$ cat src/rtl/ser_tx_shifter_pkg.sv
// ser_tx_shifter_pkg: shared FSM state type and default idle line level
package ser_tx_pkg;
    typedef enum logic {IDLE, SHIFT} state_t;
    localparam logic IDLE_LEVEL_DEFAULT = 1'b0;
endpackage

$ cat src/rtl/ser_tx_shifter_if.sv
// ser_tx_shifter_if: load handshake, abort and serial output bundle
interface ser_tx_shifter_if #(parameter int WIDTH = 8);
    logic             load_valid;
    logic [WIDTH-1:0] load_data;
    logic             load_ready;
    logic             abort;
    logic             ser_out;
    logic             ser_frame;
    logic             busy;
    logic             done;
    modport master (output load_valid, load_data, abort,
                    input  load_ready, ser_out, ser_frame, busy, done);
    modport slave  (input  load_valid, load_data, abort,
                    output load_ready, ser_out, ser_frame, busy, done);
endinterface

$ cat src/rtl/ser_tx_shifter_bit_tick_gen.sv
// bit_tick_gen: flags the last clock of each DIV-clock bit period
module bit_tick_gen #(
    parameter int DIV = 4
) (
    input  logic clk,
    input  logic reset,
    input  logic en,
    input  logic clr,
    output logic tick
);
    localparam int CW = (DIV > 1) ? $clog2(DIV) : 1;
    logic [CW-1:0] cnt;
    assign tick = en && (cnt == CW'(DIV - 1));
    // count 0..DIV-1 while enabled, restart on clear, idle or period end
    always_ff @(posedge clk or posedge reset)
        if (reset)
            cnt <= '0;
        else
            cnt <= (clr || !en || tick) ? '0 : cnt + 1'b1;
endmodule

$ cat src/rtl/ser_tx_shifter.sv
// ser_tx_shifter: parallel-to-serial transmitter with frame strobe and abort
module ser_tx_shifter
    import ser_tx_pkg::*;
#(
    parameter int   WIDTH      = 8,
    parameter int   DIV        = 4,
    parameter bit   MSB_FIRST  = 1'b1,
    parameter logic IDLE_LEVEL = IDLE_LEVEL_DEFAULT
) (
    input logic             clk,
    input logic             reset,
    ser_tx_shifter_if.slave bus
);
    localparam int BW = $clog2(WIDTH + 1);
    state_t           state;
    logic [WIDTH-1:0] sreg;
    logic [WIDTH-1:0] sreg_next;
    logic [BW-1:0]    bit_cnt;
    logic             ser_out_q;
    logic             frame_q;
    logic             done_q;
    logic             tick;
    logic             accept;
    logic             kill;
    logic             first_bit;
    logic             next_bit;
    logic             last_bit;
    assign accept    = (state == IDLE) && bus.load_valid;
    assign kill      = (state == SHIFT) && bus.abort;
    assign first_bit = MSB_FIRST ? bus.load_data[WIDTH-1] : bus.load_data[0];
    assign sreg_next = MSB_FIRST ? {sreg[WIDTH-2:0], 1'b0} : {1'b0, sreg[WIDTH-1:1]};
    assign next_bit  = MSB_FIRST ? sreg_next[WIDTH-1] : sreg_next[0];
    assign last_bit  = bit_cnt == BW'(WIDTH - 1);
    bit_tick_gen #(.DIV(DIV)) u_tick (
        .clk  (clk),
        .reset(reset),
        .en   (state == SHIFT),
        .clr  (kill),
        .tick (tick)
    );
    // frame FSM: load on handshake, shift on bit tick, abort beats completion
    always_ff @(posedge clk or posedge reset)
        if (reset) begin
            state     <= IDLE;
            sreg      <= '0;
            bit_cnt   <= '0;
            ser_out_q <= IDLE_LEVEL;
            frame_q   <= 1'b0;
            done_q    <= 1'b0;
        end else begin
            done_q <= 1'b0;
            if (accept) begin
                state     <= SHIFT;
                sreg      <= bus.load_data;
                bit_cnt   <= '0;
                ser_out_q <= first_bit;
                frame_q   <= 1'b1;
            end else if (kill || (state == SHIFT && tick && last_bit)) begin
                state     <= IDLE;
                bit_cnt   <= '0;
                ser_out_q <= IDLE_LEVEL;
                frame_q   <= 1'b0;
                done_q    <= !kill;
            end else if (state == SHIFT && tick) begin
                sreg      <= sreg_next;
                bit_cnt   <= bit_cnt + 1'b1;
                ser_out_q <= next_bit;
            end
        end
    assign bus.load_ready = state == IDLE;
    assign bus.busy       = state == SHIFT;
    assign bus.ser_out    = ser_out_q;
    assign bus.ser_frame  = frame_q;
    assign bus.done       = done_q;
endmodule
$ cat src/flat_wrapper.sv
// flat-port wrapper written by rule: the top's interface ports become plain ports
module ser_tx_shifter_flat import ser_tx_pkg::*;
#(
    parameter int   WIDTH      = 8,
    parameter int   DIV        = 4,
    parameter bit   MSB_FIRST  = 1'b1,
    parameter logic IDLE_LEVEL = IDLE_LEVEL_DEFAULT
)
  (clk, reset, bus_load_valid, bus_load_data, bus_abort, bus_load_ready, bus_ser_out, bus_ser_frame, bus_busy, bus_done);
  ser_tx_shifter_if #(.WIDTH(WIDTH)) bus_i ();
  input logic clk;
  input logic reset;
  input wire logic [$bits(bus_i.load_valid)-1:0] bus_load_valid;
  input wire logic [$bits(bus_i.load_data)-1:0] bus_load_data;
  input wire logic [$bits(bus_i.abort)-1:0] bus_abort;
  output wire logic [$bits(bus_i.load_ready)-1:0] bus_load_ready;
  output wire logic [$bits(bus_i.ser_out)-1:0] bus_ser_out;
  output wire logic [$bits(bus_i.ser_frame)-1:0] bus_ser_frame;
  output wire logic [$bits(bus_i.busy)-1:0] bus_busy;
  output wire logic [$bits(bus_i.done)-1:0] bus_done;
  assign bus_i.load_valid = bus_load_valid;
  assign bus_i.load_data = bus_load_data;
  assign bus_i.abort = bus_abort;
  assign bus_load_ready = bus_i.load_ready;
  assign bus_ser_out = bus_i.ser_out;
  assign bus_ser_frame = bus_i.ser_frame;
  assign bus_busy = bus_i.busy;
  assign bus_done = bus_i.done;
  ser_tx_shifter #(.WIDTH(WIDTH), .DIV(DIV), .MSB_FIRST(MSB_FIRST), .IDLE_LEVEL(IDLE_LEVEL)) u_core (.clk(clk), .reset(reset), .bus(bus_i));
endmodule
$ cat config.mk
export PLATFORM = sky130hd
export DESIGN_NAME = ser_tx_shifter_flat
export DESIGN_NICKNAME = d
export VERILOG_FILES = /design/src/rtl/ser_tx_shifter_pkg.sv /design/src/rtl/ser_tx_shifter_if.sv /design/src/rtl/ser_tx_shifter_bit_tick_gen.sv /design/src/rtl/ser_tx_shifter.sv /design/src/flat_wrapper.sv
export SDC_FILE = /design/constraint.sdc
export NUM_CORES = 1
export LEC_CHECK = 0
export BUFFER_PORTS_ARGS = -buffer_cell sky130_fd_sc_hd__buf_2
export CAP_MARGIN = 20
export CORE_MARGIN = 10
export CORE_UTILIZATION = 56
export DETAILED_ROUTE_END_ITERATION = 6
export GPL_ROUTABILITY_DRIVEN = 1
export HOLD_SLACK_MARGIN = 0.06
export PLACE_DENSITY = 0.81
export SYNTH_ARGS = -nofsm -noshare
export SYNTH_HDL_FRONTEND = slang
export SYNTH_HIERARCHICAL = 1
export SYNTH_SLANG_ARGS = --single-unit
export TNS_END_PERCENT = 1
$ cat constraint.sdc
create_clock -name clk -period 3.3 [get_ports clk]
set_input_delay 0.66 -clock clk [delete_from_list [all_inputs] [get_ports clk]]
set_output_delay 0.66 -clock clk [all_outputs]
set_load 0.1 [all_outputs]
Yosys cells after proc, flatten, opt, wreduce, memory -nomap -nowiden
Cells that the tools add are included.

storage, ports and cells
  register bits after elaboration = 16
  output and inout port bits = 5

operators by class
  add/subtract/negate cells = 2
  equal/unequal tests = 3
  muxes and demuxes = 14
  bitwise operators = 1
  reductions and logical operators = 14

operators by type and width
  operator             number
  $mux 7               3
  $mux 4               3
  $mux 1               7
  $logic_and 1x1->1    5
  $add 4x1->4 const B  1
  $eq 4x3->1 const B   1
  $reduce_bool 2->1    2
  $logic_or 1x1->1     3
  $reduce_bool 3->1    1
  $add 2x1->2 const B  1
  $eq 2x2->1 const B   1
  $logic_not 1->1      2
  $mux 2               1
  $ne 2x1->1 const B   1
  $reduce_and 2->1     1
  $not 1->1            1

Logic depth before layout (Yosys ltp)
Gate-level depths: netlist (run 1).

  depth in word-level cells = 7
  gate-level depth with buffers = 6
  mapped depth without buffers = 5

Hierarchy
The synthesis (run 1) kept the hierarchy.

by module, submodules not included
  module          times used  cells each  area each (sq um)  sequential area each (sq um)
  ser_tx_shifter  1           74          745.7              350.3
  bit_tick_gen    1           7           100.1              50.0

Worst setup path before layout (run 1)
Ideal clock, no wire load.

  path kind = reg2out
  start = reg u_core/bus.ser_frame (netlist name)
  end = out bus_load_ready
  data arrival time = 1.763 ns
  path slack = 0.877 ns
  stages on the path, launching flop included = 2
  path buffers = 0
  path through = dfrtp_1 inv_1

RTL lines
  element        RTL line            text
  end, declared  flat_wrapper.sv:16  output wire logic [$bits(bus_i.load_ready)-1:0] bus_load_ready;

==> run metrics, run 1 <==
final setup TNS=0 ns; top cells by area, synth=dfrtp_1 (47%), and2_1 (7.4%), a221o_1 (7.1%), nor4b_1 (6.2%), ha_1 (3.0%); Die Ht=58.9 um; Placed Area=906 um2; Synth area leader=dfrtp_1; nets=109; post-detail-place hpwl=1240 um; DRC viols=0; Post-Route WL=1720 um; Final Setup Violations=0; routed len/inst=15.8 um; Synthesized Nets=95; GRT Util Overall=10.8%; clk slew on worst S/H paths=0.10 ns; CP startpoint kind=flop; Post-synth ARST share=100%; CP Capture Type=flop; Rel. slew slack=43.1%; Distinct cells, synth=29; CTS Root Cell=clkbuf_4; # Max-Cap Violations=0; share of layout cells above drive strength 1=25.5%; Tightest Pin Transition=0.851 ns; number of global-route vias before repair=647; Final Critical Period=2.05 ns; worst endpoint required time=3.46 ns; largest net degree at the start of global routing=15; CP arrival=2.21 ns; top-area cell type share of the netlist area=47.3%; CTS Hold Bufs=0; Worst Skew=0.00859 ns; Initial Utilization=61.9%; postcts setup bufs=0; I/O Buffers=16; boundary pin count=17; antenna violations before repair=0; Max Fclk=488 MHz; most frequent cells in the layout=buf_2 (16), dfrtp_1 (16), and2_1 (10); die width=58.9 um; worst-skew pair later-pin latency=0.28 ns; ANT cells=0; global route overflow=0; largest fanout on the critical path=14; Final period util=62.2%; #FFs+latches synth=16; # resized after CTS=0; post-route cell area=942 um2; VDD IR max=0.319 mV; total power=0.000521 W; Placeable Area=0.00137 mm2; EDFF count, synth=0; htree depth=1; outcome=finished clean; RSZ-0062 raised after global routing=false; Synth Flop Type=dfrtp_1; full die area=0.00347 mm2; worst min path class=input port to asynchronous set/reset pin; TritonCTS clock tree=built; synthesized area per cell=10.4 um2; 1st-pass router iterations=4; yosys warns=6; Mapped Cells=81; first-pass GRT wire length=3030 um; RePlAce Congestion=0.834; initial detailed-routing violation count=10; row count=13; via count=631; Slew Viols, Final=0; Via density=5.79; CTS sink cnt=16; sequential area share after synthesis=47.3%; Post-Syn Area=846 um2; final hold violation count=0; clock buffer depth=2; PD cells=553 mW/mm2; Static Leakage=0.444 nW; Crit Path Class=flop to flop; worst hold slack=0.226 ns; final core occ=69.0%; Layout area overhead=11.4%; antenna-violating nets left=0; Inserted Clock Buffers=3
## report_power, final
part / internal, W / switching (W) / leakage (nW)
registers: 0.000224 / 0.0000182 / 0.206
clock network: 0.0000671 / 0.0000590 / 0.0210
logic: 0.0000521 / 0.000101 / 0.217
## registers in the layout (all words and copies together) (netlist names)
register and cells:
u_core/sreg 7, u_core/bus.done 1, u_core/bus.ser_out 1, u_core/bus.ser_frame 1, u_core/u_tick/cnt 2, u_core/bit_cnt 4
## stage by stage
step                std cells  setup WS (ns)
detailed placement        105           1.32
global route              109           1.15
finish                    109           1.25
floorplan                  81          0.877
global placement          105           1.35
CTS                       109           1.29
## metal layers
metal	up-vias	share of wire, %	GRT usage (%)
met1	298	50	13.9
met2	14	42	15.5
li1	317	-	-
met4	0	0.93	4.92
met3	2	6.7	4.29
met5	-	0	0
## critical path: stages (launching register included)
cell,delay (ns)
dfrtp_1,0.56
and2_1,0.24
nand2_1,0.24
or3_1,0.55
a221o_1,0.34
## path summary, 6_finish.rpt
| kind | startpoint | endpoint | slack [ns] | cells past startpoint |
|---|---|---|---|---|
| min in group clk | u_core/u_tick/cnt[0] | u_core/u_tick/cnt[0] | 0.47 | 1 |
| worst max register to register | u_core/bus.ser_frame | u_core/sreg[6] | 1.25 | 4 |
| max in group asynchronous | reset | u_core/bit_cnt[1] | 2.54 | 2 |
| worst min register to register | u_core/u_tick/cnt[0] | u_core/u_tick/cnt[0] | 0.47 | 1 |
| worst max-delay path | u_core/bus.ser_frame | u_core/sreg[6] | 1.25 | 4 |
| worst min-delay path | reset | u_core/u_tick/cnt[0] | 0.23 | 2 |
## layout make-up
cell class / count / area (um2)
multi-input cells: 54 / 392
repair buffers: 16 / 80.1
well taps: 15 / 18.8
flip-flops and latches: 16 / 400
inverters: 4 / 15.0
fillers: 105 / 424
clock buffers: 4 / 36.3
## synth_stat cells, types with 2 or more instances
| cell | n |
|---|---|
| dfrtp_1 | 16 |
| ha_1 | 2 |
| a221o_1 | 6 |
| nor2_1 | 2 |
| nor3_1 | 2 |
| clkbuf_1 | 4 |
| nand2_1 | 5 |
| or3_1 | 2 |
| a21oi_1 | 3 |
| inv_1 | 4 |
| nand3_1 | 2 |
| nor4b_1 | 6 |
| and2_1 | 10 |
| nand2b_1 | 2 |
## kinds of logic (layout without fill, tap and decap cells)
logic type                 Yosys count  after routing  synth area share (%)
and+or+nand+nor                     36             36                  27.8
xor gates and xnor gates             2              2                  2.07
AOI/OAI and AO/OA                   14             14                  13.5
buffers and inverters               11             24                  6.36
DFF                                 16             16                  47.3
adders and majority gates            2              2                  2.96
(Power assumes the default switching activity.)
==> run 2, diff against run 1 <==
- CORE_UTILIZATION: 56 -> 52
- PLACE_DENSITY: 0.81 -> 0.76
- clock period: 3.3 -> 2.1 ns (I/O delays scaled with it)
==> run 2 against run 1 <==
Effect of this change:
- clock power up 57%
- hold slack improved by 0.12 ns
- non-clock buffer count is 3 higher
- power rose by 58%
- critical path depth stayed put
- combinational power is 59% higher
- global-route usage shrank 0.059 points
- sequential share of layout area decreased by 1.1 points
- register-to-register slack got worse by 0.97 ns
==> run metrics, run 2 (synthesized netlist as in run 1, its figures left out) <==
CTS Root Cell=clkbuf_4 (unchanged); Max Fclk=550 MHz (was 488 MHz); worst min path class=input port to flop (was input port to asynchronous set/reset pin); outcome=finished clean (unchanged); Worst Skew=0.000709 ns (was 0.00859 ns); worst hold slack=0.350 ns (was 0.226 ns); final setup TNS=0 ns (unchanged); boundary pin count=17 (unchanged); VDD IR max=0.502 mV (was 0.319 mV); CP startpoint kind=flop (unchanged); Reg with most FFs=u_core/sreg (unchanged); share of layout cells above drive strength 1=27.8% (was 25.5%); final hold violation count=0 (unchanged); 1st-pass router iterations=4 (unchanged); Tightest Pin Transition=0.534 ns (was 0.851 ns); Final period util=86.6% (was 62.2%); Inserted Clock Buffers=3 (unchanged); number of global-route vias before repair=663 (was 647); ANT cells=0 (unchanged); # resized after CTS=0 (unchanged); post-detail-place hpwl=1250 um (was 1240 um); largest fanout on the critical path=10 (was 14); I/O Buffers=16 (unchanged); Slew Viols, Final=0 (unchanged); global route hottest layer=met2 (unchanged); max reg flops=7 (unchanged); Rel. slew slack=64.4% (was 43.1%); most frequent cells in the layout=buf_2 (16), dfrtp_1 (15), and2_1 (10) (was buf_2 (16), dfrtp_1 (16), and2_1 (10)); CP arrival=1.99 ns (was 2.21 ns); clk slew on worst S/H paths=0.09 ns (was 0.10 ns); TritonCTS clock tree=built (unchanged); routed len/inst=14.8 um (was 15.8 um); commonest non-fill, non-tap cell in the layout=buf_2; htree depth=1 (unchanged); RePlAce Congestion=0.766 (was 0.834); initial detailed-routing violation count=10 (unchanged); Final Setup Violations=0 (unchanged); # Max-Cap Violations=0 (unchanged); largest registers=u_core/sreg (7), u_core/bit_cnt (4), u_core/u_tick/cnt (2) (unchanged); RSZ-0062 raised after global routing=false (unchanged); DRC viols=0 (unchanged); Die Ht=60.3 um (was 58.9 um); PD cells=848 mW/mm2 (was 553 mW/mm2); final core occ=63.6% (was 69.0%); met3 Use GR=5.22% (was 4.29%); via count=641 (was 631); Initial Utilization=55.5% (was 61.9%); nets=112 (was 109); first-pass GRT wire length=3000 um (was 3030 um); die width=60.3 um (was 58.9 um); Via density=5.67 (was 5.79); antenna violations before repair=0 (unchanged); antenna-violating nets left=0 (unchanged); global route overflow=0 (unchanged); row count=14 (was 13); CTS sink cnt=16 (unchanged); largest net degree at the start of global routing=15 (unchanged); worst-skew pair later-pin latency=0.29 ns (was 0.28 ns); Static Leakage=0.457 nW (was 0.444 nW); clock buffer depth=2 (unchanged); met1 GRT Util=13.1% (was 13.9%); Layout area overhead=14.6% (was 11.4%); full die area=0.00364 mm2 (was 0.00347 mm2); Placeable Area=0.00152 mm2 (was 0.00137 mm2); CP Capture Type=flop (unchanged); Post-Route WL=1680 um (was 1720 um); Final Critical Period=1.82 ns (was 2.05 ns); worst endpoint required time=2.28 ns (was 3.46 ns); grt met2 use=15.7% (was 15.5%); GRT Util Overall=10.8% (about the same); Crit Path Class=flop to flop (unchanged)
[run 2: cell count changes in the layout (fill, tap and decap cells not counted), sizes merged]
cell,change
dlygate4sd3,+1
buf,+2
[run 2: where the power goes]
group	total [W]	internal (W)	leakage, nW	switching [W]
Clock	0.000198	0.000106	0.0210	0.0000927
Combinational	0.000244	0.0000856	0.230	0.000159
Sequential	0.000380	0.000352	0.205	0.0000275
Total	0.000822	0.000543	0.457	0.000279
[run 2: per-layer routing]
layer	share of wire, %	wire length (um)
met1	46	772
met5	0	0
met4	1.7	29
met2	45	756
met3	6.9	116
[run 2: repair_timing]
| action | CTS | global route |
|---|---|---|
| buffers inserted | 0 | 0 |
| endpoints found under the hold margin | 2 | 0 |
| endpoints found under the setup margin | 0 | 0 |
| hold buffers | 1 | 0 |
[run 2: critical path: stages (launching register included)]
cell and delay [ns]:
dfrtp_1 0.41, ha_1 0.22, and3b_1 0.28, or3_1 0.46
a221o_1 0.33
[run 2: metrics by stage]
step / cell area (um2) / setup WS [ns] / instances / total power, W
2_1_floorplan: 847 / 0.136 / 81 / 0.000582
3_3_place_gp: 923 / 0.333 / 108 / 0.000626
3_5_place_dp: 923 / 0.298 / 108 / 0.000632
4_1_cts: 970 / 0.277 / 113 / 0.000835
5_1_grt: 970 / 0.159 / 113 / 0.000872
6_report: 970 / 0.281 / 113 / 0.000822
[run 2: path summary, 6_finish.rpt]
kind | slack, ns | start | cells after the start | to
min reg2reg | 0.46 | u_core/u_tick/cnt[0] | 1 | u_core/u_tick/cnt[0]
min | 0.35 | bus_load_data[0] | 2 | u_core/sreg[0]
min in group asynchronous | 0.53 | reset | 3 | u_core/u_tick/cnt[0]
max reg2reg | 0.28 | u_core/bit_cnt[0] | 4 | u_core/sreg[4]
max in group asynchronous | 1.00 | reset | 3 | u_core/bus.ser_frame
max | 0.28 | u_core/bit_cnt[0] | 4 | u_core/sreg[4]
[run 2: final cells by class]
cell class	instances	area [um2]
fillers	132	554
flip-flops and latches	16	402
multi-input cells	54	392
repair buffers	19	105
clock buffers	4	36.3
well taps	16	20.0
inverters	4	15.0
